[src/rtl/multicycle_ctrl.sv]
// Multi-cycle control unit: sequences FETCH/DECODE/EXEC/MEM/WB over
// variable-latency instruction and data memories. It traps on an illegal
// opcode or a memory timeout and counts retired instructions.
//
// Handshake: a request (imem_req / dmem_req) is held high until the matching
// ready is sampled high on a rising CLK edge. The transfer completes in that
// cycle. A ready seen while its request is low is ignored.
module multicycle_ctrl #(
  parameter int OP_W     = 6,
  parameter int FLAG_W   = 8,
  parameter int COND_W   = 4,
  parameter int CNT_W    = 32,
  parameter int MAX_WAIT = 15
) (
  input  logic              CLK,
  input  logic              rst_n,
  input  logic [OP_W-1:0]   op_code,
  input  logic [FLAG_W-1:0] flags,
  input  logic [COND_W-1:0] cond,
  input  logic              imem_ready,
  input  logic              dmem_ready,
  output logic              imem_req,
  output logic              dmem_req,
  output logic              dmem_we,
  output logic              ir_we,
  output logic              pc_we,
  output logic [1:0]        pc_src,
  output logic              reg_we,
  output logic              reg_dst,
  output logic              alu_src,
  output logic              mem_to_reg,
  output logic              sigext_high,
  output logic [3:0]        alu_op,
  output logic [2:0]        state,
  output logic              trap,
  output logic [CNT_W-1:0]  retired
);

  localparam int WAIT_W = (MAX_WAIT < 2) ? 1 : $clog2(MAX_WAIT + 1);

  localparam logic [OP_W-1:0] OP_R    = OP_W'(6'b000000);
  localparam logic [OP_W-1:0] OP_ADDI = OP_W'(6'b001000);
  localparam logic [OP_W-1:0] OP_ORI  = OP_W'(6'b001101);
  localparam logic [OP_W-1:0] OP_LW   = OP_W'(6'b100011);
  localparam logic [OP_W-1:0] OP_SW   = OP_W'(6'b101011);
  localparam logic [OP_W-1:0] OP_BR   = OP_W'(6'b000100);
  localparam logic [OP_W-1:0] OP_J    = OP_W'(6'b000010);

  typedef enum logic [2:0] {
    S_FETCH  = 3'd0,
    S_DECODE = 3'd1,
    S_EXEC   = 3'd2,
    S_MEM    = 3'd3,
    S_WB     = 3'd4,
    S_TRAP   = 3'd7
  } state_t;

  state_t              state_q, state_d;
  logic [WAIT_W-1:0]   wait_q, wait_d;
  logic                trap_q;
  logic [CNT_W-1:0]    retired_q;
  logic                retire;

  logic is_r, is_addi, is_ori, is_lw, is_sw, is_br, is_j, is_legal;
  logic br_taken;

  // Opcode class flags from the instruction register
  always_comb begin
    is_r     = (op_code == OP_R);
    is_addi  = (op_code == OP_ADDI);
    is_ori   = (op_code == OP_ORI);
    is_lw    = (op_code == OP_LW);
    is_sw    = (op_code == OP_SW);
    is_br    = (op_code == OP_BR);
    is_j     = (op_code == OP_J);
    is_legal = is_r | is_addi | is_ori | is_lw | is_sw | is_br | is_j;
  end

  // Datapath decode; stable for the whole instruction because the IR only
  // reloads at the end of FETCH
  always_comb begin
    reg_dst     = is_r;
    alu_src     = is_addi | is_ori | is_lw | is_sw;
    mem_to_reg  = is_lw;
    sigext_high = is_addi | is_lw | is_sw | is_br;
    alu_op      = 4'b0000;
    if (is_r)                   alu_op = 4'b1111;
    if (is_addi | is_lw | is_sw) alu_op = 4'b0001;
    if (is_ori)                 alu_op = 4'b0011;
    if (is_br)                  alu_op = 4'b0010;
  end

  // Branch condition: all-ones means always; an index past the flag vector never matches
  always_comb begin
    br_taken = &cond;
    for (int i = 0; i < FLAG_W; i++) begin
      if ((int'(cond) == i) && flags[i]) br_taken = 1'b1;
    end
  end

  // Next state, wait counter and strobes from the registered state (Mealy on ready)
  always_comb begin
    state_d  = state_q;
    wait_d   = '0;
    retire   = 1'b0;
    imem_req = 1'b0;
    dmem_req = 1'b0;
    dmem_we  = 1'b0;
    ir_we    = 1'b0;
    pc_we    = 1'b0;
    pc_src   = 2'd0;
    reg_we   = 1'b0;
    case (state_q)
      S_FETCH: begin
        imem_req = 1'b1;
        if (imem_ready) begin
          ir_we   = 1'b1;
          pc_we   = 1'b1;
          state_d = S_DECODE;
        end else if (wait_q == WAIT_W'(MAX_WAIT)) begin
          state_d = S_TRAP;
        end else begin
          wait_d = wait_q + WAIT_W'(1);
        end
      end
      S_DECODE: begin
        if (is_j) begin
          pc_we   = 1'b1;
          pc_src  = 2'd2;
          retire  = 1'b1;
          state_d = S_FETCH;
        end else if (!is_legal) begin
          state_d = S_TRAP;
        end else begin
          state_d = S_EXEC;
        end
      end
      S_EXEC: begin
        if (is_br) begin
          pc_we   = br_taken;
          pc_src  = 2'd1;
          retire  = 1'b1;
          state_d = S_FETCH;
        end else if (is_lw | is_sw) begin
          state_d = S_MEM;
        end else begin
          state_d = S_WB;
        end
      end
      S_MEM: begin
        dmem_req = 1'b1;
        dmem_we  = is_sw;
        if (dmem_ready) begin
          if (is_sw) begin
            retire  = 1'b1;
            state_d = S_FETCH;
          end else begin
            state_d = S_WB;
          end
        end else if (wait_q == WAIT_W'(MAX_WAIT)) begin
          state_d = S_TRAP;
        end else begin
          wait_d = wait_q + WAIT_W'(1);
        end
      end
      S_WB: begin
        reg_we  = 1'b1;
        retire  = 1'b1;
        state_d = S_FETCH;
      end
      S_TRAP: begin
        state_d = S_TRAP;
      end
      default: begin
        state_d = S_FETCH;
      end
    endcase
    // While reset is asserted only the fetch request is shown
    if (!rst_n) begin
      imem_req = 1'b1;
      dmem_req = 1'b0;
      dmem_we  = 1'b0;
      ir_we    = 1'b0;
      pc_we    = 1'b0;
      pc_src   = 2'd0;
      reg_we   = 1'b0;
      retire   = 1'b0;
    end
  end

  // State, wait counter, sticky trap and retired counter registers
  always_ff @(posedge CLK) begin
    if (!rst_n) begin
      state_q   <= S_FETCH;
      wait_q    <= '0;
      trap_q    <= 1'b0;
      retired_q <= '0;
    end else begin
      state_q <= state_d;
      wait_q  <= wait_d;
      trap_q  <= trap_q | (state_d == S_TRAP);
      if (retire) retired_q <= retired_q + CNT_W'(1);
    end
  end

  assign state   = state_q;
  assign trap    = trap_q;
  assign retired = retired_q;

endmodule
[config.mk]
export PLATFORM = sky130hd
export DESIGN_NAME = multicycle_ctrl
export DESIGN_NICKNAME = d
export VERILOG_FILES = /design/src/rtl/multicycle_ctrl.sv
export SDC_FILE = /design/constraint.sdc
export NUM_CORES = 1
export LEC_CHECK = 0
export ABC_CLOCK_PERIOD_IN_PS = 3100
export BUFFER_PORTS_ARGS = -buffer_cell sky130_fd_sc_hd__buf_2
export CORE_MARGIN = 2
export CORE_UTILIZATION = 52
export DETAILED_ROUTE_END_ITERATION = 7
export PLACE_DENSITY = 0.81
export SETUP_SLACK_MARGIN = 0.5
export SLEW_MARGIN = 20
export SYNTH_ARGS = -nofsm -noshare
export SYNTH_HDL_FRONTEND = slang
export SYNTH_SLANG_ARGS = --single-unit
[constraint.sdc]
create_clock -name CLK -period 3.1 [get_ports CLK]
set_input_delay 0.62 -clock CLK [delete_from_list [all_inputs] [get_ports CLK]]
set_output_delay 0.62 -clock CLK [all_outputs]
set_load 0.005 [all_outputs]
# == Word level (Yosys, flattened, before mapping) ==
# Index checks and enable logic that the tools add are counted.
# totals
ff_bits,40
out_inout_bits,52
word_cells,101
# classes
n_addsub,2
n_eq_ne,20
n_mux,49
n_bitwise,14
n_reduce_logical,12
# ops
cell,count
$add A32 B1 Y32 const B,1
$mux W4,7
$mux W1,27
$mux W3,8
$eq A4 B4 Y1 const B,5
$pmux W3 S5,1
$or A1 B1 Y1,14
$eq A6 B4 Y1 const B,2
$eq A6 B6 Y1 const B,2
$eq A3 B3 Y1 const B,3
$eq A4 B3 Y1 const B,2
$logic_and A1 B1 Y1,8
$pmux W4 S2,1
$eq A3 B2 Y1 const B,2
$eq A6 B2 Y1 const B,1
$eq A6 B3 Y1 const B,1
$logic_not A6 Y1,1
$add A4 B1 Y4 const B,1
$eq A4 B2 Y1 const B,1
$logic_not A4 Y1,1
$mux W2,2
$pmux W1 S4,1
$pmux W2 S2,1
$reduce_and A4 Y1,1
other kinds (3),3

# == Depth between registers and ports, before layout ==
# depth
depth_word,13
mapped_depth,10
ltp_nobuf,6

# == Least setup slack after synthesis ==
# No wires, ideal clock.
# synth_path
path_type,input-to-reg
startpoint,input op_code[2]
endpoint,"register retired_q[10], in the netlist retired[10]"
setup_time_ps,132
t_arrival_ps,2764
setup_slack_ps,204
stages,10
n_path_buf,5
path_cell_list,buf_2 or4_1 buf_2 o41a_1 and3_1 clkbuf_1 buf_2 clkbuf_1 o31ai_1 a21oi_1
# synth_via
elab_chain_cells,5
elab_cells_between_ends,9
cone_classes,eq/ne (3); mux (6)
# synth_lines
element,line,text
"start, declared",17,"input logic [OP_W-1:0] op_code,"
$eq A6 B6 Y1,73,is_sw = (op_code == OP_SW);
$mux W1,154,if (is_sw) begin
$mux W1,153,if (dmem_ready) begin
$pmux W1 S4 *,113,case (state_q)
$mux W1 *,179,if (!rst_n) begin
"end signal, assigned",202,if (retire) retired_q <= retired_q + CNT_W'(1);
"end, declared",61,logic [CNT_W-1:0] retired_q;
# Mark *: on every way between the ends. The rest lies on a longest branch, timed or not.
# A chain may end at the register's enable or synchronous reset.

# == Worst setup path in the final report ==
# layout_path
startpoint,input op_code[4]
endpoint,"register retired_q[31], in the netlist retired[31]"
# The elaborated chain is that of the path after synthesis.

==> metrics.md <==
| Metric | Value |
|---|---|
| Status | finished clean |
| Final #Nets | 402 |
| Seq pwr share | 0.429 |
| Slew Limit Fails | 0 |
| TritonCTS buffer count | 5 |
| Number of antenna diodes | 0 |
| Layout Cells excl Fill | 431 |
| CTS root buffer | clkbuf_8 |
| Final WL | 6652 um |
| Fin. Hold Viols | 0 |
| Most common cell after layout, fill and taps aside | buf_2 |
| Post-synth top flop | dfxtp_1 |
| Largest net degree at the start of global routing | 29 |
| Chip width | 72.50 um |
| IO Pins | 74 |
| Reg clk slew, reported paths | 0.07 ns |
| Combinational Power Share | 0.319 |
| CTS Buffer Depth | 2 |
| Dpl cells | 422 |
| # setup viols final | 0 |
| Syn_nets | 334 |
| Total power | 1.406 mW |
| Worst R2R Path Depth | 5 |
| CP Launch Type | input port |
| H-tree levels | 2 |
| Most frequent cells in the layout | buf_2, dfxtp_1, a21oi_1 |
| Placer Congestion | 0.9155 |
| R2R setup slack | 0.58 ns |
| DRT Pass-1 Iters | 5 |
| Max Cap Viol | 0 |
| Hold Crit Class | flip-flop to flip-flop |
| Reg-to-Reg Start | retired[10] |
| I/O Buffers | 73 |
| Iter 0 DRT Violations | 236 |
| Critical path endpoint category | flip-flop |
| Distinct cells, synth | 52 |
| Crit. Startpoint | op_code[4] |
| TritonCTS clock tree | yes |
| Crit path kind | input port to flip-flop |
| Pleak | 1.196 nW |
| # clock sinks | 40 |
| Post-DRT Antenna Nets | 0 |
| Number of global-route vias before repair | 2351 |
| Worst R2R End | retired[22] |
| Crit path required time | 3.32 ns |
| Core ar. | 4444 um^2 |
| Worst rel slew slack | 0.6144 |
| Post-Route Skew | 0.008838 ns |
| Worst skew pair latency | 0.29 ns |
| Area Growth Syn to Fin | 24.67% |
| Vias per inst | 6.262 |
| Arrival time at the worst endpoint | 2.77 ns |
| Hold path cells | 1 |
| Vias | 2699 |
| Critical path fanouts, max | 14 |
| Maximum VDD drop | 0.0003702 V |
| Fin crit share | 0.8239 |
| Pint | 910.3 uW |
| Async SR Flop Fraction | 0 |
| Crit path to | retired[31] |
| Effective utilization at floorplan | 0.5490 |
| Synthesized area | 2440 um^2 |
| Antenna violations before repair | 0 |
| Fin Setup TNS | 0 ns |
| Worst path slowest cell | or4_4 |
| Post-synth EDFFs | 0 |
| Clock power share | 0.253 |
| Tot GR Track Use | 0.2530 |
| Worst slew pin tran | 0.5740 ns |
| Avg WL per Cell | 15.43 um |
| Period minus WS final | 2.554 ns |
| First-pass GRT wire length | 10750 um |
| Fraction of layout cells with a size suffix above 1 | 0.3008 |
| Number of synthesized register bits | 40 |
| Row count | 24 |
| Achievable Freq | 0.3915 GHz |
| CP peak stage delay | 0.54 ns |
| Die area | 5256 um^2 |
| Switch share | 0.3524 |
| Crit-path cells | buf_2 > or4_4 > o41a_1 > a311o_2 > or4_1 > a21oi_1 |
| Net Sw Power | 495.3 uW |
| Ys Warns | 0 |
| Total grt overflow | 0 |
| RSZ-0062 raised after global routing | true |
| Hold buffer count at CTS | 0 |
| Power Density | 462.1 nW/um^2 |
| Hpwl dp | 4745 um |
| Register area share after synthesis | 0.3282 |
| Fillers | 359 |
| Avg Inst Size Synth | 7.870 um^2 |
| Post-Synthesis Cells | 310 |
| Chip Height | 72.50 um |
| Post-route DRC | 0 |
## power by group through the flow
| stage | Clock [mW] | Combinational [mW] | Sequential (mW) |
|---|---|---|---|
| CTS | 0.357 | 0.439 | 0.600 |
| detailed placement | 0 | 0.436 | 0.612 |
| global placement | 0 | 0.428 | 0.610 |
| floorplan | 0 | 0.352 | 0.588 |
| finish | 0.355 | 0.448 | 0.602 |
| global route | 0.385 | 0.489 | 0.608 |
## logic make-up after synthesis
group,share of synthesized area
simple gates,0.3503
flops,0.3282
fa+ha+maj,0.01025
buf+inv,0.05846
compound gates,0.1898
xor+xnor,0.02513
mux,0.03795
## per-stage QoR
| stage | hold slack (ns) | util | worst slack, ns | instance area (um^2) |
|---|---|---|---|---|
| 4_1_cts | 0.4781 | 0.6802 | 0.5481 | 3023 |
| 6_report | 0.4776 | 0.6844 | 0.5460 | 3042 |
| 3_5_place_dp | 0.4588 | 0.6577 | 0.2762 | 2923 |
| 2_1_floorplan | 0.4307 | - | 0.3693 | 2576 |
| 5_1_grt | 0.4968 | 0.6844 | 0.4750 | 3042 |
| 3_3_place_gp | 0.4550 | 0.6577 | 0.2978 | 2923 |
## state kept, by name (all words and copies together), names as in the netlist
name / count
retired: 32
trap: 1
state: 3
wait_q: 4
## worst min-delay path by stage
stage	from	endpoint	slack (ns)
global route	wait_q[0]	wait_q[0]	0.50
global placement	wait_q[0]	wait_q[0]	0.46
CTS	wait_q[0]	wait_q[0]	0.48
floorplan	wait_q[0]	wait_q[0]	0.43
detailed placement	wait_q[0]	wait_q[0]	0.46
finish	wait_q[0]	wait_q[0]	0.48
## routing by layer
layer	GRT usage	wire length, um	vias to the layer above
met1	0.3534	2943	1271
li1	-	-	1320
met3	0.03750	424	5
met2	0.4027	3242	103
met5	0	0	-
met4	0.08230	42	0
## critical path, delay by kind of cell
family / cells / cell delay [ns]
and+or+nand+nor: 2 / 0.97
buffers and inverters: 1 / 0.16
AOI/OAI and AO/OA: 3 / 1.02
## cells in the mapped netlist (4+ instances only)
cell type | instances | area share
nand4b_1 | 4 | 0.014
buf_2 | 6 | 0.012
nand2b_1 | 6 | 0.015
or3_1 | 11 | 0.028
a21oi_1 | 25 | 0.051
nor3b_1 | 4 | 0.012
nor3_1 | 12 | 0.025
nor2_1 | 13 | 0.020
mux2i_1 | 7 | 0.029
nor4_1 | 10 | 0.026
dfxtp_1 | 40 | 0.33
o21ai_0 | 14 | 0.029
and3_1 | 6 | 0.015
inv_1 | 10 | 0.015
o211ai_1 | 4 | 0.012
or4_1 | 12 | 0.037
clkbuf_1 | 13 | 0.020
xnor2_1 | 5 | 0.018
a31oi_1 | 4 | 0.010
nand2_1 | 23 | 0.035
nand4_1 | 12 | 0.031
nand3_1 | 18 | 0.037
o31ai_1 | 8 | 0.025
## final cells by class
class | count | area [um^2] | share of cell area
timing repair buffer | 83 | 440.4 | 0.1448
sequential | 40 | 802.0 | 0.2637
inverter | 11 | 41.29 | 0.01357
multi-input combinational | 237 | 1600 | 0.5261
clock buffer | 6 | 82.58 | 0.02715
clock inverter | 2 | 10.01 | 0.003291
tap | 52 | 65.06 | 0.02139
## what timing repair did
action | CTS | global route
gates cloned | 0 | 0
pin swaps | 1 | 1
gates resized for setup | 0 | 5
setup endpoints to repair | 1 | 7
buffers inserted | 1 | 0
Power figures use the tool's default switching activity.
